==> src/rtl/ext_ram_pkg.sv <==
// Shared types and helpers for the external SRAM sequencer.
package ext_ram_pkg;

  // Access phases of one SRAM cycle
  typedef enum logic [1:0] {
    IDLE   = 2'd0,
    SETUP  = 2'd1,
    STROBE = 2'd2,
    HOLD   = 2'd3
  } seq_state_t;

  // Requester identities, also the encoding of the owner output
  localparam logic OWNER_CPU = 1'b0;
  localparam logic OWNER_DMA = 1'b1;

  // Wait-state count as used by the strobe counter: 0 acts as 1, 15 is the ceiling
  function automatic logic [3:0] clamp_wait(input int w);
    if (w < 1)
      return 4'd1;
    else if (w > 15)
      return 4'd15;
    else
      return 4'(w);
  endfunction

endpackage

==> src/rtl/ram_rr_arbiter.sv <==
// Two-way round-robin arbiter between the CPU and DMA requesters.
// The grant is combinational; last_grant only advances when the
// sequencer actually accepts the grant (take).
module ram_rr_arbiter
  import ext_ram_pkg::*;
(
  input  logic clk,
  input  logic reset,
  input  logic req_cpu,
  input  logic req_dma,
  input  logic take,
  output logic gnt,
  output logic gnt_vld
);

  logic last_grant;

  // Remember who was served last; DMA after reset so the CPU wins the first tie
  always_ff @(posedge clk) begin
    if (reset)
      last_grant <= OWNER_DMA;
    else if (take && gnt_vld)
      last_grant <= gnt;
  end

  // Single request wins outright; a tie goes to whoever was not served last
  always_comb begin
    gnt_vld = req_cpu | req_dma;
    if (req_cpu && req_dma)
      gnt = ~last_grant;
    else if (req_dma)
      gnt = OWNER_DMA;
    else
      gnt = OWNER_CPU;
  end

endmodule

==> src/rtl/ext_ram_sequencer.sv <==
// External 512 KB SRAM access sequencer. Arbitrates CPU and DMA, then runs
// SETUP -> STROBE (W cycles) -> HOLD -> IDLE with every pin registered.
// Output registers are loaded from the next-state decode so that each pin
// changes on the same edge as the state it belongs to.
module ext_ram_sequencer
  import ext_ram_pkg::*;
#(
  parameter int WAIT_RD = 2,
  parameter int WAIT_WR = 2,
  parameter int AW      = 19
) (
  input  logic          clockIn,
  input  logic          reset,
  input  logic          cpu_req,
  input  logic          cpu_wr,
  input  logic [AW-1:0] cpu_addr,
  input  logic [7:0]    cpu_wdata,
  output logic          cpu_ack,
  input  logic          dma_req,
  input  logic          dma_wr,
  input  logic [AW-1:0] dma_addr,
  input  logic [7:0]    dma_wdata,
  output logic          dma_ack,
  output logic [7:0]    rdata,
  output logic [AW-1:0] ram_addr,
  output logic          ram_n_cs,
  output logic          ram_n_oe,
  output logic          ram_n_wr,
  output logic [7:0]    ram_dout,
  output logic          ram_dout_oe,
  input  logic [7:0]    ram_din,
  output logic          busy,
  output logic          owner
);

  localparam logic [3:0] W_RD = clamp_wait(WAIT_RD);
  localparam logic [3:0] W_WR = clamp_wait(WAIT_WR);

  seq_state_t    state, state_nx;
  logic [3:0]    cnt;
  logic          wr_q;
  logic          gnt, gnt_vld, grant;
  logic          sel_wr;
  logic [AW-1:0] sel_addr;
  logic [7:0]    sel_wdata;
  logic          nx_wr, nx_owner;
  logic          cs_nx, oe_nx, wr_nx, doe_nx, cack_nx, dack_nx, busy_nx;

  ram_rr_arbiter u_arb (
    .clk     (clockIn),
    .reset   (reset),
    .req_cpu (cpu_req),
    .req_dma (dma_req),
    .take    (state == IDLE),
    .gnt     (gnt),
    .gnt_vld (gnt_vld)
  );

  assign grant = (state == IDLE) && gnt_vld;

  // Route the granted requester's fields toward the working registers
  always_comb begin
    if (gnt == OWNER_DMA) begin
      sel_wr    = dma_wr;
      sel_addr  = dma_addr;
      sel_wdata = dma_wdata;
    end else begin
      sel_wr    = cpu_wr;
      sel_addr  = cpu_addr;
      sel_wdata = cpu_wdata;
    end
  end

  // State register
  always_ff @(posedge clockIn) begin
    if (reset)
      state <= IDLE;
    else
      state <= state_nx;
  end

  // Next-state decode; STROBE leaves once the wait counter is down to 1
  always_comb begin
    state_nx = state;
    case (state)
      IDLE:    if (gnt_vld) state_nx = SETUP;
      SETUP:   state_nx = STROBE;
      STROBE:  if (cnt <= 4'd1) state_nx = HOLD;
      HOLD:    state_nx = IDLE;
      default: state_nx = IDLE;
    endcase
  end

  // Working copy of the granted request, wait counter and read capture
  always_ff @(posedge clockIn) begin
    if (reset) begin
      wr_q     <= 1'b0;
      owner    <= OWNER_CPU;
      ram_addr <= '0;
      ram_dout <= '0;
      cnt      <= '0;
      rdata    <= '0;
    end else begin
      if (grant) begin
        wr_q     <= sel_wr;
        owner    <= gnt;
        ram_addr <= sel_addr;
        if (sel_wr)
          ram_dout <= sel_wdata;
      end
      if (state == SETUP)
        cnt <= wr_q ? W_WR : W_RD;
      else if (state == STROBE)
        cnt <= cnt - 4'd1;
      if (state == STROBE && cnt <= 4'd1 && !wr_q)
        rdata <= ram_din;
    end
  end

  // Pin values for the state being entered; the direction comes from the
  // request being granted this edge, otherwise from the latched copy
  always_comb begin
    nx_wr    = grant ? sel_wr : wr_q;
    nx_owner = grant ? gnt    : owner;
    busy_nx  = (state_nx != IDLE);
    cs_nx    = ~busy_nx;
    oe_nx    = ~((state_nx == STROBE) && !nx_wr);
    wr_nx    = ~((state_nx == STROBE) &&  nx_wr);
    doe_nx   = busy_nx && nx_wr;
    cack_nx  = (state_nx == HOLD) && (nx_owner == OWNER_CPU);
    dack_nx  = (state_nx == HOLD) && (nx_owner == OWNER_DMA);
  end

  // Registered SRAM strobes, pad enable, acks and busy
  always_ff @(posedge clockIn) begin
    if (reset) begin
      ram_n_cs    <= 1'b1;
      ram_n_oe    <= 1'b1;
      ram_n_wr    <= 1'b1;
      ram_dout_oe <= 1'b0;
      cpu_ack     <= 1'b0;
      dma_ack     <= 1'b0;
      busy        <= 1'b0;
    end else begin
      ram_n_cs    <= cs_nx;
      ram_n_oe    <= oe_nx;
      ram_n_wr    <= wr_nx;
      ram_dout_oe <= doe_nx;
      cpu_ack     <= cack_nx;
      dma_ack     <= dack_nx;
      busy        <= busy_nx;
    end
  end

endmodule

==> config.mk <==
export PLATFORM = sky130hd
export DESIGN_NAME = ext_ram_sequencer
export DESIGN_NICKNAME = d
export VERILOG_FILES = /design/src/rtl/ext_ram_pkg.sv /design/src/rtl/ram_rr_arbiter.sv /design/src/rtl/ext_ram_sequencer.sv
export SDC_FILE = /design/constraint.sdc
export NUM_CORES = 1
export LEC_CHECK = 0
export ABC_AREA = 1
export CORE_ASPECT_RATIO = 2
export CORE_UTILIZATION = 44
export CTS_CLUSTER_SIZE = 20
export DETAILED_ROUTE_END_ITERATION = 10
export PLACE_DENSITY_LB_ADDON = 0.08
export SLEW_MARGIN = 20
export SYNTH_ARGS = -nofsm -noshare
export SYNTH_HDL_FRONTEND = slang
export SYNTH_HIERARCHICAL = 1
export SYNTH_SLANG_ARGS = --single-unit
export TNS_END_PERCENT = 5
==> constraint.sdc <==
create_clock -name clockIn -period 3.2 [get_ports clockIn]
set_clock_uncertainty 0.2 [all_clocks]
set_input_delay 0.32 -clock clockIn [delete_from_list [all_inputs] [get_ports clockIn]]
set_output_delay 0.32 -clock clockIn [all_outputs]
set_load 0.1 [all_outputs]
# [Yosys cells after proc, flatten, opt, wreduce, memory -nomap -nowiden]
# Cells that the tools add are included.
[op_classes] add_sub_neg=1 order_cmp=1 n_eq_ne=5 mux=12 bitwise_logic=6 reduce_logical=16
[op_table] operator="19-bit 2-to-1 mux" count=1
[op_table] operator="1-bit logical AND" count=9
[op_table] operator="2-bit == test, second input constant" count=4
[op_table] operator="2-bit 2-to-1 mux" count=4
[op_table] operator="8-bit 2-to-1 mux" count=1
[op_table] operator="2-bit case mux with 4 select lines" count=1
[op_table] operator="1-bit 2-to-1 mux" count=5
[op_table] operator="1-bit inverter" count=5
[op_table] operator="4-bit by 1-bit <= comparator with 1-bit output, second input constant" count=1
[op_table] operator="2-bit nonzero test" count=2
[op_table] operator="4-bit by 1-bit subtractor with 4-bit output, second input constant" count=1
[op_table] operator="2-bit by 1-bit == test with 1-bit output, second input constant" count=1
[op_table] operator="1-bit logical NOT" count=2
[op_table] operator="2-bit logical NOT" count=1
[op_table] operator="2-bit AND reduction" count=1
[op_table] operator="2-bit OR reduction" count=1
[op_table] operator="1-bit OR" count=1
[totals] register_bits=51 inputBits=68 output_inout_bits=43 word_cells=57

# [Logic depth before layout (Yosys ltp)]
# Gate-level depths: netlist of the first run.
[depth] depth_word=7 depth_mapped=9

# [Hierarchy]
# The synthesis of the first run kept the hierarchy.
[modules_own_cells] module="ext_ram_sequencer" instances=1 cells_each=303 area_per_inst_um2=2259.7
[modules_own_cells] module="ram_rr_arbiter" instances=1 cells_each=9 area_per_inst_um2=60.1

# [Worst setup path before layout of the first run]
# OpenSTA, ideal clock, no wires.
[synth_path] path_kind="reg2reg" start="register owner" end="register cpu_ack" setup_time_ns=0.110 arrival_time_ns=1.295 required_ns=2.890 setup_slack_ns=1.595 path_stages_with_launch=6 path_cell_list="dfxtp_1 -> nand2_1 -> o21ai_1 -> inv_1 -> nand2_1 -> nor2_1"
[synth_between] elab_chain_cells=3
[synth_lines] item="from (decl)" line="ext_ram_sequencer.sv:33" source="output logic owner"
[synth_lines] item="from (signal assigned)" line="ext_ram_sequencer.sv:106" source="owner <= gnt;"
[synth_lines] item="1-bit 2-to-1 mux"
[synth_lines] item="1-bit inverter" line="ext_ram_sequencer.sv:130" source="cack_nx = (state_nx == HOLD) && (nx_owner == OWNER_CPU);"
[synth_lines] item="1-bit logical AND" line="ext_ram_sequencer.sv:130"
[synth_lines] item="to (signal assigned)" line="ext_ram_sequencer.sv:149" source="cpu_ack <= cack_nx;"
[synth_lines] item="to (decl)" line="ext_ram_sequencer.sv:18" source="output logic cpu_ack,"
# Every way passes these cells.
# A chain may end at the register's enable or synchronous reset.

# [Worst setup path in the final report of the first run]
[layout_path] start="register rdata[3]" end="output port rdata[3]"
[layout_rtl] item="from (decl)" line="ext_ram_sequencer.sv:24" source="output logic [7:0] rdata,"
[layout_rtl] item="from (signal assigned)" line="ext_ram_sequencer.sv:116" source="rdata <= ram_din;"
# No word-level cell between the ends.

==> results.md, run 1 <==
- Outcome: finished clean
- Clock transition at the registers of the reported paths: 90 ps
- Die height: 105 um
- Max Root-Sink Buffers: 2
- Worst Path Buf+Inv: 1
- Commonest non-fill, non-tap cell in the layout: clkdlybuf4s50_1
- Hold path depth: 2
- Worst hold start: ram_addr[11]
- Gr usage total: 0.232
- Ant. Diodes: 0
- Total number of vias: 2379
- Seq/Total Area, Yosys: 0.440
- Crit. End Element: output port
- Unique masters post-synth: 32
- MaxCap Viol Count: 0
- WP data arrival: 1800 ps
- Final Max Tran Viols: 0
- Post-DP HPWL: 4630 um
- Crit path cell chain: clkdlybuf4s50_1
- Worst Setup Path Type: reg2out
- IO Pins: 111
- Grt ovf: 0
- Area Growth Syn to Fin: 49.5%
- Final Cycle Share: 0.726
- Area of the core: 5090 sq um
- Critical Path RT: 2680 ps
- Initial antenna violation count: 0
- Ys Warns: 6
- TritonCTS Buffers: 5
- CP max stage cell: clkdlybuf4s50_1
- Mapped cell area: 2320 sq um
- Drc violations: 0
- Post-Syn Nets: 385
- CTS tree: yes
- Final min period: 2320 ps
- Die X: 53.3 um
- Worst R2R Setup Slack: 1260 ps
- Nets: 491
- Crit-path leading delay family: buffers and inverters
- #FFs+latches synth: 51
- CP peak stage delay: 1140 ps
- Layout cells sized above 1: 0.112
- Die ar.: 5580 sq um
- Clock latency on the worst-skew pair: 300 ps
- Reg area: 1020 sq um
- Layout fillers: 459
- Detailed Route WL: 6230 um
- Sum Neg Setup Slack: 0 ps
- Starting Density: 0.456
- Slew @ Worst Pin: 983 ps
- Global placement routability congestion: 0.804
- Max Fclk: 0.431 GHz
- Synthesized instance count: 312
- Drt first-iter violations: 35
- CTS root buffer: clkbuf_8
- Max_slew headroom: 0.343
- # hold bufs at CTS: 0
- Number of global-route vias before repair: 2261
- Critical R2R Launch: state[0]
- Setup repair bufs after CTS: 0
- Hold_ws: 268 ps
- R2r endpoint: ram_n_wr
- RSZ-0062 raised after global routing: false
- Port bufs: 110
- HP Class: reg2reg
- Post-route ant nets: 0
- Detail-routed via count per cell: 4.99
- First-pass GRT wire length: 9680 um
- Endpoints failing setup: 0
- Startpoint types: flop
- Num rows: 37
- First-pass iteration count of the detailed router: 6
- Routed len/inst: 13.1 um
- Post-CTS sizing: 0
- Tot Pwr: 3.23 mW
- H-tree level count: 2
- Syn_area_per_cell: 7.44 sq um
- Hold path endpoint: ram_addr[11]
- PwrDens: 931 nW/um^2
- Reg2reg path depth: 8
- Final hold vios: 0
- Largest net degree at the start of global routing: 37
- Multi-input gate area: 1100 sq um
- Pleak: 1.47 nW
- Clock sinks: 51
- Most frequent cells in the layout: clkdlybuf4s50_1 (89), nand2_1 (73), dfxtp_1 (51)
- VDD IR max: 0.835 mV
- Maximum fanout along the worst path: 2
-- cell usage after synthesis --
master,n,share of area
buf_12,1,0.0086
nor3b_1,1,0.0032
or2_2,1,0.0027
dfxtp_1,51,0.44
o21ai_1,16,0.035
or2_1,1,0.0027
nand2_4,3,0.015
buf_1,1,0.0016
nor2_8,1,0.0086
nand3_2,1,0.0043
and3_1,1,0.0027
clkbuf_1,2,0.0032
nand4_1,8,0.022
inv_6,1,0.0038
a31oi_1,1,0.0027
a21boi_0,1,0.0032
buf_6,5,0.024
o211ai_1,3,0.0097
nor2_1,45,0.073
nand2_2,3,0.0081
nor2_4,1,0.0049
buf_2,3,0.0065
ha_1,5,0.027
nand3_1,20,0.043
nor3_1,1,0.0022
nand2_1,73,0.12
nor2_2,1,0.0027
inv_2,2,0.0032
inv_1,19,0.031
a21oi_1,34,0.073
buf_4,2,0.0065
o21ai_0,4,0.0086
-- cells by family (layout without fill, tap and decap cells) --
| logic type | after synthesis | count (layout) | synth area share |
|---|---|---|---|
| and+or+nand+nor | 161 | 161 | 0.312 |
| AOI/OAI and AO/OA | 59 | 59 | 0.132 |
| DFF | 51 | 51 | 0.440 |
| buffers and inverters | 36 | 143 | 0.0885 |
| adders and majority gates | 5 | 5 | 0.0270 |
-- power breakdown --
part	internal (mW)	switching (mW)
sequential	0.792	0.0928
clock	0.253	0.206
combinational	0.469	1.41
-- state kept, by name (all words and copies together) (netlist names) --
register          count
owner                 1
dma_ack               1
ram_dout_oe           1
ram_dout              8
ram_n_oe              1
busy                  1
wr_q                  1
rdata                 8
cpu_ack               1
ram_n_cs              1
ram_n_wr              1
u_arb/last_grant      1
ram_addr             19
cnt                   4
state                 2
-- area by class of cell --
class                           instances  area share
Clock buffer                            6      0.0238
Clock inverter                          2      0.0101
Inverter                               22      0.0253
Multi-Input combinational cell        225       0.316
Sequential cell                        51       0.294
Tap cell                               58      0.0209
Timing Repair Buffer                  113       0.309
-- per-stage QoR --
| step | util | setup slack, ps | area, sq um | instances |
|---|---|---|---|---|
| detailed placement | 0.658 | 858 | 3350 | 469 |
| global placement | 0.658 | 926 | 3350 | 469 |
| floorplan | - | 1590 | 2320 | 312 |
| finish | 0.681 | 878 | 3470 | 477 |
| CTS | 0.681 | 871 | 3470 | 477 |
| global route | 0.681 | 835 | 3470 | 477 |
-- how the worst max path moves through the flow --
stage | from | to | slack (ps) | cells past startpoint
global route | rdata[3] | rdata[3] | 830 | 1
global placement | dma_req | ram_dout[6] | 930 | 8
finish | rdata[3] | rdata[3] | 880 | 1
detailed placement | dma_req | ram_n_wr | 860 | 8
floorplan | owner | cpu_ack | 1590 | 5
CTS | rdata[3] | rdata[3] | 870 | 1
-- per-layer routing --
layer,vias up,track usage,routed length (um)
met5,-,0,0
met4,0,0.0940,108
met3,8,0.0306,393
met2,87,0.425,3350
met1,1057,0.245,2380
li1,1227,-,-
Note: power is estimated with default switching activity, not from simulation.
==> run 2: changes to the inputs <==
Settings changed: CORE_UTILIZATION 44 to 41.
Clock period 3.2 ns to 2.39 ns, I/O delays scaled along.
==> results.md, run 2 (synthesized netlist as in run 1, its figures left out) <==
- Post-DP HPWL: 4750 um
- WP data arrival: 1790 ps
- Crit. End Element: flop
- Commonest non-fill, non-tap cell in the layout: nand2_1
- Routed len/inst: 12.6 um
- Die ar.: 5980 sq um
- Post-CTS sizing: 0
- Non-filler instance count after layout: 482
- Most frequent cells in the layout: nand2_1 (73), clkdlybuf4s50_1 (67), dfxtp_1 (51)
- Drt first-iter violations: 38
- Nets: 494
- Largest reg by FF count: ram_addr
- Area Growth Syn to Fin: 48.2%
- Largest regs: ram_addr (19), ram_dout (8), rdata (8)
- Final Cycle Share: 0.737
- H-tree level count: 2
- Ant. Diodes: 0
- Starting Density: 0.428
- Maximum fanout along the worst path: 22
- TritonCTS Buffers: 5
- CTS root buffer: clkbuf_8
- Clock network power share: 0.143
- First-pass GRT wire length: 8880 um
- Design area: 3440 sq um
- Num rows: 38
- Reg area: 1020 sq um
- Largest net degree at the start of global routing: 30
- Multi-input gate area: 1100 sq um
- Max_slew headroom: 0.748
- Outcome: finished clean
- Initial antenna violation count: 0
- Final hold vios: 0
- Post-Place Cells: 474
- Total number of vias: 2383
- CP max stage cell: dfxtp_1
- RSZ-0062 raised after global routing: false
- Slew @ Worst Pin: 377 ps
- Worst Path Buf+Inv: 2
- Int Pwr: 2.01 mW
- Worst Setup Path Type: reg2reg
- Post-route ant nets: 0
- Layout cells sized above 1: 0.171
- VDD IR max: 0.964 mV
- Grt ovf: 0
- Detail-routed via count per cell: 4.94
- Layout fillers: 540
- Detailed Route WL: 6050 um
- Sum Neg Setup Slack: 0 ps
- IO Pins: 111
- Switching share of power: 0.531
- CP peak stage delay: 320 ps
- MaxCap Viol Count: 0
- Die height: 108 um
- HP Class: reg2reg
- Crit-path leading delay family: buffers and inverters
- Startpoint types: flop
- Final Max Tran Viols: 0
- Seq pwr share: 0.275
- PwrDens: 1250 nW/um^2
- Gate power share: 0.582
- First-pass iteration count of the detailed router: 4
- Gr usage total: 0.201
- Final min period: 1760 ps
- Number of global-route vias before repair: 2136
- CTS tree: yes
- Endpoints failing setup: 0
- Pleak: 1.51 nW
- Setup repair bufs after CTS: 0
- Critical Path RT: 2420 ps
- Max reg flops: 19
- Crit path cell chain: inv_1, ha_1, nand2_4, buf_4, nor2_1, o21ai_0, a21oi_1
- Placed cell area: 3320 sq um
- Max Fclk: 0.567 GHz
- Global placement routability congestion: 0.796
- Clock transition at the registers of the reported paths: 90 ps
- Clock sinks: 51
- NetSw: 2.28 mW
- Port bufs: 110
- Area of the core: 5420 sq um
- # hold bufs at CTS: 0
- Drc violations: 0
- Max Root-Sink Buffers: 2
- Clock latency on the worst-skew pair: 300 ps
- Die X: 55.2 um
-- run 2: tightest hold or removal path: stages (launching register included) --
cell,delay (ps)
dfxtp_1,320
nand2_1,60
a21oi_1,50
-- run 2: routing by layer --
layer	global-route usage	vias to the layer above	share of wire
met2	0.382	81	0.55
met3	0.0380	10	0.060
met4	0.0857	0	0.026
met5	0	-	0
li1	-	1228	-
met1	0.193	1064	0.37
-- run 2: final cells by class --
cell class	count	area share
inverter	22	0.0255
sequential	51	0.297
timing repair buffer	116	0.302
tap	60	0.0218
multi-input combinational	225	0.319
clock inverter	2	0.0102
clock buffer	6	0.0240
-- run 2: path summary, 6_finish.rpt --
kind	startpoint	slack (ps)	cells past startpoint	end
worst min register to register	rdata[5]	260	2	rdata[5]
worst min-delay path	rdata[5]	260	2	rdata[5]
worst max register to register	state[0]	630	7	ram_addr[0]
worst max-delay path	state[0]	630	7	ram_addr[0]
-- run 2: metrics by stage --
| step | power (mW) | utilization | setup WS (ps) | hold slack (ps) |
|---|---|---|---|---|
| after floorplan | 3.20 | - | 785 | 147 |
| after global placement | 3.68 | 0.612 | 424 | 250 |
| after detailed placement | 3.71 | 0.612 | 361 | 255 |
| after CTS | 4.33 | 0.634 | 619 | 268 |
| after global routing | 4.52 | 0.634 | 488 | 285 |
| final | 4.29 | 0.634 | 628 | 265 |
-- run 2: power by group through the flow --
| stage | Sequential (mW) | Clock [mW] | Combinational [mW] |
|---|---|---|---|
| 3_5_place_dp | 1.20 | 0 | 2.51 |
| 4_1_cts | 1.19 | 0.632 | 2.51 |
| 5_1_grt | 1.20 | 0.660 | 2.66 |
| 3_3_place_gp | 1.20 | 0 | 2.48 |
| 6_report | 1.18 | 0.613 | 2.50 |
| 2_1_floorplan | 2.35 | 0 | 0.858 |
